### src/rtl/ex_multu_if.sv
// ex_multu_if: handshake and data bundle between the EX stage and the
// sequential unsigned multiplier.
//   start/flush  : request a multiply / abort an in-flight one
//   a/b          : multiplicand (rs) / multiplier (rt)
//   hi_we/lo_we  : MTHI/MTLO write enables, data on wdata
//   busy/done    : RUN indicator / one-cycle completion pulse
//   hi/lo        : product halves or MTHI/MTLO values
// Modports: master drives requests (pipeline side), slave is the multiplier.
interface ex_multu_if #(
   parameter int WIDTH = 32
);
   logic             start;
   logic             flush;
   logic [WIDTH-1:0] a;
   logic [WIDTH-1:0] b;
   logic             hi_we;
   logic             lo_we;
   logic [WIDTH-1:0] wdata;
   logic             busy;
   logic             done;
   logic [WIDTH-1:0] hi;
   logic [WIDTH-1:0] lo;

   modport master (
      output start, flush, a, b, hi_we, lo_we, wdata,
      input  busy, done, hi, lo
   );

   modport slave (
      input  start, flush, a, b, hi_we, lo_we, wdata,
      output busy, done, hi, lo
   );
endinterface

### src/rtl/ex_multu.sv
// ex_multu: sequential unsigned shift-add multiplier for MULTU in the EX stage.
// Produces a 2*WIDTH-bit product into HI/LO after exactly WIDTH RUN cycles,
// independent of operand values. Also hosts the HI/LO registers written by
// MTHI/MTLO.
// Ports:
//   clk  : rising-edge clock
//   rst  : asynchronous, active-high reset
//   bus  : ex_multu_if.slave (start, flush, a, b, hi_we, lo_we, wdata in;
//          busy, done, hi, lo out)
module ex_multu #(
   parameter int WIDTH = 32
) (
   input  logic       clk,
   input  logic       rst,
   ex_multu_if.slave  bus
);
   localparam int CW = (WIDTH > 1) ? $clog2(WIDTH) : 1;

   typedef enum logic [1:0] {
      S_IDLE = 2'd0,
      S_RUN  = 2'd1,
      S_DONE = 2'd2
   } state_t;

   state_t             state;
   logic [2*WIDTH-1:0] mcand;
   logic [WIDTH-1:0]   mplier;
   logic [2*WIDTH-1:0] prod;
   logic [CW-1:0]      cnt;
   logic [WIDTH-1:0]   hi_r;
   logic [WIDTH-1:0]   lo_r;
   logic               busy_r;
   logic               done_r;
   logic [2*WIDTH-1:0] sum;

   // Partial sum including the current step; mcand is zero-extended from a
   // WIDTH-bit operand and shifted at most WIDTH-1 times, so this never
   // overflows 2*WIDTH bits.
   always_comb begin
      sum = prod;
      if (mplier[0]) sum = prod + mcand;
   end

   always_ff @(posedge clk or posedge rst) begin
      if (rst) begin
         state  <= S_IDLE;
         mcand  <= '0;
         mplier <= '0;
         prod   <= '0;
         cnt    <= '0;
         hi_r   <= '0;
         lo_r   <= '0;
         busy_r <= 1'b0;
         done_r <= 1'b0;
      end else begin
         case (state)
            S_IDLE: begin
               // MTHI/MTLO and an accepted start may share a cycle; the
               // finished product overwrites hi/lo later.
               if (bus.hi_we) hi_r <= bus.wdata;
               if (bus.lo_we) lo_r <= bus.wdata;
               if (bus.start && !bus.flush) begin
                  mcand  <= {{WIDTH{1'b0}}, bus.a};
                  mplier <= bus.b;
                  prod   <= '0;
                  cnt    <= '0;
                  state  <= S_RUN;
                  busy_r <= 1'b1;
               end
            end
            S_RUN: begin
               if (bus.flush) begin
                  state  <= S_IDLE;
                  busy_r <= 1'b0;
               end else begin
                  prod   <= sum;
                  mcand  <= mcand << 1;
                  mplier <= mplier >> 1;
                  cnt    <= cnt + 1'b1;
                  if (cnt == CW'(WIDTH - 1)) begin
                     hi_r   <= sum[2*WIDTH-1:WIDTH];
                     lo_r   <= sum[WIDTH-1:0];
                     state  <= S_DONE;
                     busy_r <= 1'b0;
                     done_r <= 1'b1;
                  end
               end
            end
            S_DONE: begin
               // A write here lands after the product load, so it wins.
               if (bus.hi_we) hi_r <= bus.wdata;
               if (bus.lo_we) lo_r <= bus.wdata;
               state  <= S_IDLE;
               done_r <= 1'b0;
            end
            default: begin
               state  <= S_IDLE;
               busy_r <= 1'b0;
               done_r <= 1'b0;
            end
         endcase
      end
   end

   assign bus.busy = busy_r;
   assign bus.done = done_r;
   assign bus.hi   = hi_r;
   assign bus.lo   = lo_r;
endmodule
### src/flat_wrapper.sv
// flat-port wrapper written by rule: the top's interface ports become plain ports
module ex_multu_flat 
#(
   parameter int WIDTH = 32
)
  (clk, rst, bus_start, bus_flush, bus_a, bus_b, bus_hi_we, bus_lo_we, bus_wdata, bus_busy, bus_done, bus_hi, bus_lo);
  ex_multu_if #(.WIDTH(WIDTH)) bus_i ();
  input  logic clk;
  input  logic rst;
  input wire logic [$bits(bus_i.start)-1:0] bus_start;
  input wire logic [$bits(bus_i.flush)-1:0] bus_flush;
  input wire logic [$bits(bus_i.a)-1:0] bus_a;
  input wire logic [$bits(bus_i.b)-1:0] bus_b;
  input wire logic [$bits(bus_i.hi_we)-1:0] bus_hi_we;
  input wire logic [$bits(bus_i.lo_we)-1:0] bus_lo_we;
  input wire logic [$bits(bus_i.wdata)-1:0] bus_wdata;
  output wire logic [$bits(bus_i.busy)-1:0] bus_busy;
  output wire logic [$bits(bus_i.done)-1:0] bus_done;
  output wire logic [$bits(bus_i.hi)-1:0] bus_hi;
  output wire logic [$bits(bus_i.lo)-1:0] bus_lo;
  assign bus_i.start = bus_start;
  assign bus_i.flush = bus_flush;
  assign bus_i.a = bus_a;
  assign bus_i.b = bus_b;
  assign bus_i.hi_we = bus_hi_we;
  assign bus_i.lo_we = bus_lo_we;
  assign bus_i.wdata = bus_wdata;
  assign bus_busy = bus_i.busy;
  assign bus_done = bus_i.done;
  assign bus_hi = bus_i.hi;
  assign bus_lo = bus_i.lo;
  ex_multu #(.WIDTH(WIDTH)) u_core (.clk(clk), .rst(rst), .bus(bus_i));
endmodule
### config.mk
export PLATFORM = sky130hd
export DESIGN_NAME = ex_multu_flat
export DESIGN_NICKNAME = d
export VERILOG_FILES = /design/src/rtl/ex_multu_if.sv /design/src/rtl/ex_multu.sv /design/src/flat_wrapper.sv
export SDC_FILE = /design/constraint.sdc
export NUM_CORES = 1
export LEC_CHECK = 0
export CAP_MARGIN = 20
export CORE_ASPECT_RATIO = 0.7
export CORE_MARGIN = 5
export CORE_UTILIZATION = 50
export CTS_BUF_LIST = sky130_fd_sc_hd__clkbuf_4
export CTS_CLUSTER_DIAMETER = 80
export CTS_CLUSTER_SIZE = 20
export DETAILED_ROUTE_END_ITERATION = 8
export DONT_BUFFER_PORTS = 1
export GPL_ROUTABILITY_DRIVEN = 0
export GPL_TIMING_DRIVEN = 1
export HOLD_SLACK_MARGIN = 0.08
export PLACE_DENSITY = 0.72
export SLEW_MARGIN = 20
export SYNTH_ARGS = -nofsm -noshare
export SYNTH_HDL_FRONTEND = slang
export SYNTH_SLANG_ARGS = --single-unit
### constraint.sdc
create_clock -name clk -period 7.55 [get_ports clk]
set_clock_uncertainty 0.1 [all_clocks]
set_input_delay 1.51 -clock clk [delete_from_list [all_inputs] [get_ports clk]]
set_output_delay 1.51 -clock clk [all_outputs]
set_load 0.01 [all_outputs]
### Word level (Yosys, flattened, before mapping)

Index checks and enable logic that the tools add are counted.

* register bits after elaboration: 233
* input port bits: 102
* output and inout port bits: 66
* word-level logic and storage cells: 66

* $add $sub $neg: 2
* equality and inequality tests: 9
* muxes and demuxes: 32
* bitwise gates (word level): 2
* reduce and logical (&&, ||, !) cells: 12

Operator list (count)
* $mux W64: 5
* $mux W32: 8
* $pmux W64 S2: 2
* $pmux W32 S2: 3
* $add A64 B64 Y64: 1
* $mux W5: 2
* $pmux W5 S2: 1
* $reduce_and A3 Y1: 3
* $ne A2 B1 Y1 const B: 4
* $reduce_and A4 Y1: 2
* $mux W2: 3
* $add A5 B1 Y5 const B: 1
* $eq A5 B5 Y1 const B: 1
* $mux W1: 5
* $pmux W2 S2: 1
* $reduce_bool A2 Y1: 2
* $ne A3 B2 Y1 const B: 1
* $pmux W1 S3: 1
* $eq A2 B1 Y1 const B: 1
* $eq A2 B2 Y1 const B: 1
* $logic_not A2 Y1: 1
* $ne A2 B2 Y1 const B: 1
* $not A1 Y1: 2
* $pmux W1 S2: 1
* 4 further kinds: 4

### Logic depth before layout (Yosys ltp)

* word-level depth: 5
* depth in mapped cells: 14
* depth with buffers taken out: 14

### Worst setup path before layout

No wires, ideal clock.

* path kind: register to register
* from: reg u_core.prod[0]
* to: reg u_core.hi_r[20], in the netlist u_core.bus.hi[20]
* library setup time: 0.123 ns
* arrival time: 3.015 ns
* required time: 7.327 ns
* setup slack: 4.312 ns
* stages on the path, launching flop included: 15
* path buffers: 0
* period minus slack after synthesis: 3.238 ns
* cells stage by stage: dfrtp_1 > ha_1 > inv_1 > fa_1 > and2b_1 > o2111ai_1 > a21boi_1 > and4_1 > nor4_4 > nor4_2 > o21ai_1 > o21bai_1 > a31oi_1 > xnor2_1 > o221a_1

* word-level cells in the longest chain between the ends: 5

RTL lines
* start, declared: line ex_multu.sv:28 `logic [2*WIDTH-1:0] prod;`
* start signal, assigned: line ex_multu.sv:76 `prod <= sum;`
* $add A64 B64 Y64: line ex_multu.sv:41 `if (mplier[0]) sum = prod + mcand;`
* $mux W64: line ex_multu.sv:41
* $mux W32: line ex_multu.sv:80 `if (cnt == CW'(WIDTH - 1)) begin`
* $mux W32: line ex_multu.sv:72 `if (bus.flush) begin`
* $pmux W32 S2: line ex_multu.sv:56 `case (state)`
* end signal, assigned: line ex_multu.sv:60 `if (bus.hi_we) hi_r <= bus.wdata;`
* end signal, assigned: line ex_multu.sv:81 `hi_r <= sum[2*WIDTH-1:WIDTH];`
* end signal, assigned: line ex_multu.sv:91 `if (bus.hi_we) hi_r <= bus.wdata;`
* end, declared: line ex_multu.sv:30 `logic [WIDTH-1:0] hi_r;`

Every way passes these cells. The select of a mux whose other input is x is not followed.
A chain may end at the register's enable or synchronous reset.

### Worst setup path in the final report

* from: reg u_core.mcand[0]
* to: reg u_core.hi_r[20], in the netlist u_core.bus.hi[20]

* word-level cells in the longest chain between the ends: 5

RTL lines
* start, declared: line ex_multu.sv:26 `logic [2*WIDTH-1:0] mcand;`
* start signal, assigned: line ex_multu.sv:63 `mcand <= {{WIDTH{1'b0}}, bus.a};`
* start signal, assigned: line ex_multu.sv:77 `mcand <= mcand << 1;`
* $add A64 B64 Y64: line ex_multu.sv:41
* $mux W64: line ex_multu.sv:41
* $mux W32: line ex_multu.sv:80
* $mux W32: line ex_multu.sv:72
* $pmux W32 S2: line ex_multu.sv:56

Every way passes these cells. The select of a mux whose other input is x is not followed.

==> flow_summary.json <==
{
  "status": "completed",
  "area_delta_synth_final_pct": 3.41,
  "hold_path.class": "flop to flop",
  "layout-drive-gt1-share_pct": 4.66,
  "avgSynthCellArea_um2": 8.84,
  "die_w_um": 209,
  "ys_types": 73,
  "first_pass_iters": 5,
  "cp_slowest_cell": "nor4_2",
  "grt_antenna_before_repair": 6,
  "htree_levels": 1,
  "whs_ns": 0.392,
  "path_max_fanout": 5,
  "first_global_vias": 11200,
  "period_minus_slack_ns": 3.98,
  "path_clk_slew_ns": 0.21,
  "dp_hpwl_mm": 31.9,
  "start_util_pct": 50.2,
  "dpl-instance-area_um2": 14100,
  "clock_sinks": 233,
  "mappedNetlistArea_um2": 13800,
  "grtUsageMet2_pct": 38.0,
  "fin_nets": 1666,
  "cts_max_path_buffers": 3,
  "finalPower_w": 0.00310,
  "slew_viol_final": 0,
  "netlist_instances": 1565,
  "setup_viol": 0,
  "min_to": "u_core.mplier[2]$_DFFE_PP0P_",
  "final_hold_viol_count": 0,
  "required_ns": 8.04,
  "crit_type": "flop to flop",
  "endpoint_kind": "flop",
  "layout_commonest_cell": "nand2_1",
  "relSlewSlack_pct": 31.1,
  "reg2reg_depth": 14,
  "cts_tree": "done",
  "met3_usage_pct": 7.86,
  "max_stage_delay_ns": 0.48,
  "syn_nets": 1733,
  "grt_start_max_net_pins": 148,
  "grt_pass1_wl_mm": 66.8,
  "cap_violations": 0,
  "grtUsageMet1_pct": 40.5,
  "p_per_area_nw_per_um2": 217,
  "portBuffers": 0,
  "cts_resized": 0,
  "hold-path-cell-count": 2,
  "holdBufCountCts": 0,
  "root_buffer": "clkbuf_4",
  "clk_latency_ns": 0.67,
  "top_usage_layer": "met1",
  "drc": 0,
  "ys_ff_latch": 233,
  "vias": 11900,
  "track_usage_pct": 27.0,
  "power.leakage_nw": 6.46,
  "die_h_um": 149,
  "routed_wl_mm": 43.6,
  "r2r-end": "u_core.bus.hi[20]$_DFFE_PP0P_",
  "start_kind": "flop",
  "fin_area_um2": 14300,
  "synth_edf_count": 0,
  "first_iter_violations": 1392,
  "fmax_ghz": 0.251,
  "ioPinCount": 168,
  "grt_overflow": 0,
  "core_um2": 27600,
  "wl_per_cell_um": 23.2,
  "die-area_um2": 31200,
  "detail-route-antenna-nets": 0,
  "worstMarginPinSlew_ns": 1.03,
  "crit_buf_inv": 1,
  "layout_common_cells": "nand2_1 (280), dfrtp_1 (231), o21ai_0 (161)",
  "r2r_start": "u_core.mcand[0]$_DFFE_PP0P_",
  "ys_warn_count": 0,
  "min_from": "u_core.mplier[3]$_DFFE_PP0P_",
  "via_per_inst": 6.34,
  "fin_setup_tns_ns": 0,
  "crit_chain": "ha_1 > inv_1 > fa_1 > and2b_1 > o2111ai_1 > a21boi_1 > and4_1 > nor4_4 > nor4_2 > o21ai_1 > o21bai_1 > a31oi_1 > xnor2_1 > o221a_1",
  "numCtsBuffers": 15,
  "fill_cells": 2602,
  "crit_family": "compound AO/OA/AOI/OAI gates",
  "post_cts_buffers": 0,
  "r2r_slack_ns": 3.57,
  "synthArstFlopShare_pct": 100,
  "synthFlopType": "dfrtp_1",
  "period_share_pct": 52.7,
  "peakVddDrop_mv": 0.134,
  "seq_area_frac_synth_pct": 42.1,
  "critPathArrivalTime_ns": 4.48,
  "num_rows": 51,
  "rsz0062_at_grt": "no"
}
cells in the mapped netlist (2+ instances only):
cell type / instances / area, um^2
xnor2_1: 39 / 342
o211ai_2: 2 / 25.0
buf_2: 5 / 25.0
a21oi_1: 122 / 611
o2111ai_1: 2 / 17.5
o21ai_0: 161 / 806
nand4_1: 23 / 144
a211oi_1: 14 / 105
buf_1: 8 / 30.0
a221oi_1: 5 / 43.8
o31ai_1: 4 / 30.0
a22o_1: 41 / 359
nor4_1: 4 / 25.0
ha_1: 65 / 813
xor2_1: 22 / 193
a21boi_1: 4 / 30.0
dfrtp_1: 233 / 5830
o221ai_1: 4 / 35.0
o211ai_1: 7 / 52.6
inv_1: 22 / 82.6
nor3_2: 2 / 20.0
clkbuf_1: 88 / 330
a21o_1: 47 / 353
and2_1: 3 / 18.8
a22oi_1: 32 / 240
and3_1: 4 / 25.0
o21bai_1: 14 / 105
nand3_1: 12 / 60.1
a221o_1: 3 / 30.0
nor2_1: 88 / 330
a311oi_1: 2 / 17.5
nand2_1: 280 / 1050
nor3_1: 19 / 95.1
a2111oi_0: 2 / 17.5
nor2b_1: 5 / 31.3
or3_1: 17 / 106
mux2i_1: 66 / 661
o221a_1: 3 / 33.8
o21ai_1: 23 / 115
nand2b_1: 4 / 25.0
o31ai_2: 2 / 25.0
a31oi_1: 18 / 113
mux2_2: 3 / 33.8
o21a_1: 12 / 90.1
worst max path at each step:
stage / startpoint / endpoint / slack, ns / depth (start not counted)
floorplan: rst / u_core.bus.busy$_DFFE_PP0P_ / 2.89 / 1
global placement: bus_flush / u_core.bus.hi[31]$_DFFE_PP0P_ / 3.49 / 8
detailed placement: bus_flush / u_core.bus.hi[31]$_DFFE_PP0P_ / 3.35 / 8
CTS: u_core.mcand[0]$_DFFE_PP0P_ / u_core.bus.hi[20]$_DFFE_PP0P_ / 3.63 / 14
global route: u_core.mcand[0]$_DFFE_PP0P_ / u_core.bus.hi[20]$_DFFE_PP0P_ / 3.31 / 14
finish: u_core.mcand[0]$_DFFE_PP0P_ / u_core.bus.hi[20]$_DFFE_PP0P_ / 3.57 / 14
worst reg2reg max path, stage by stage, from the launching register on:
cell       delay, ns
dfrtp_1         0.42
ha_1            0.20
inv_1           0.07
fa_1            0.37
and2b_1         0.24
o2111ai_1       0.16
a21boi_1        0.37
and4_1          0.33
nor4_4          0.09
nor4_2          0.49
o21ai_1         0.15
o21bai_1        0.35
a31oi_1         0.15
xnor2_1         0.17
o221a_1         0.27
report_power, final:
group	internal (W)	leakage, nW	switching, W
Clock	0.000141	0.0982	0.000400
Combinational	0.000336	3.38	0.000580
Sequential	0.00143	2.99	0.000217
Total	0.00191	6.46	0.00120
final cells by class:
class | count | area, um^2 | share of cell area [%]
repair buffers | 17 | 153 | 1.07
flip-flops and latches | 233 | 5830 | 40.8
diodes | 8 | 20.0 | 0.140
well taps | 371 | 464 | 3.24
inverters | 23 | 90.1 | 0.630
multi-input cells | 1208 | 7580 | 53.0
clock inverters | 3 | 37.5 | 0.262
clock buffers | 17 | 128 | 0.892
state kept, by name, summed over array words and instances, names as in the netlist:
name             flops
u_core.bus.busy      1
u_core.bus.done      1
u_core.bus.hi       32
u_core.bus.lo       32
u_core.cnt           5
u_core.mcand        64
u_core.mplier       32
u_core.prod         64
u_core.state         2
logic make-up after synthesis:
| group | after synthesis | share of synthesized area (%) |
|---|---|---|
| simple gates | 472 | 14.7 |
| xor+xnor | 61 | 3.86 |
| fa+ha+maj | 66 | 6.02 |
| buf+inv | 124 | 3.41 |
| compound gates | 540 | 24.8 |
| flops | 233 | 42.1 |
| mux | 69 | 5.02 |
stage by stage:
step                      instances  setup slack, ns  utilization, %
final                          1880             3.57            51.9
after global routing           1877             3.31            51.9
after CTS                      1871             3.63            51.7
after detailed placement       1851             3.35            51.1
after global placement         1851             3.49            51.1
after floorplan                1565             2.89               -
per-layer routing:
| metal | share of wire [%] | vias to the layer above |
|---|---|---|
| li1 | - | 5485 |
| met1 | 44 | 5772 |
| met2 | 41 | 575 |
| met3 | 12 | 75 |
| met4 | 3.2 | 4 |
| met5 | 0.055 | - |
Note: power is estimated with default switching activity, not from simulation.
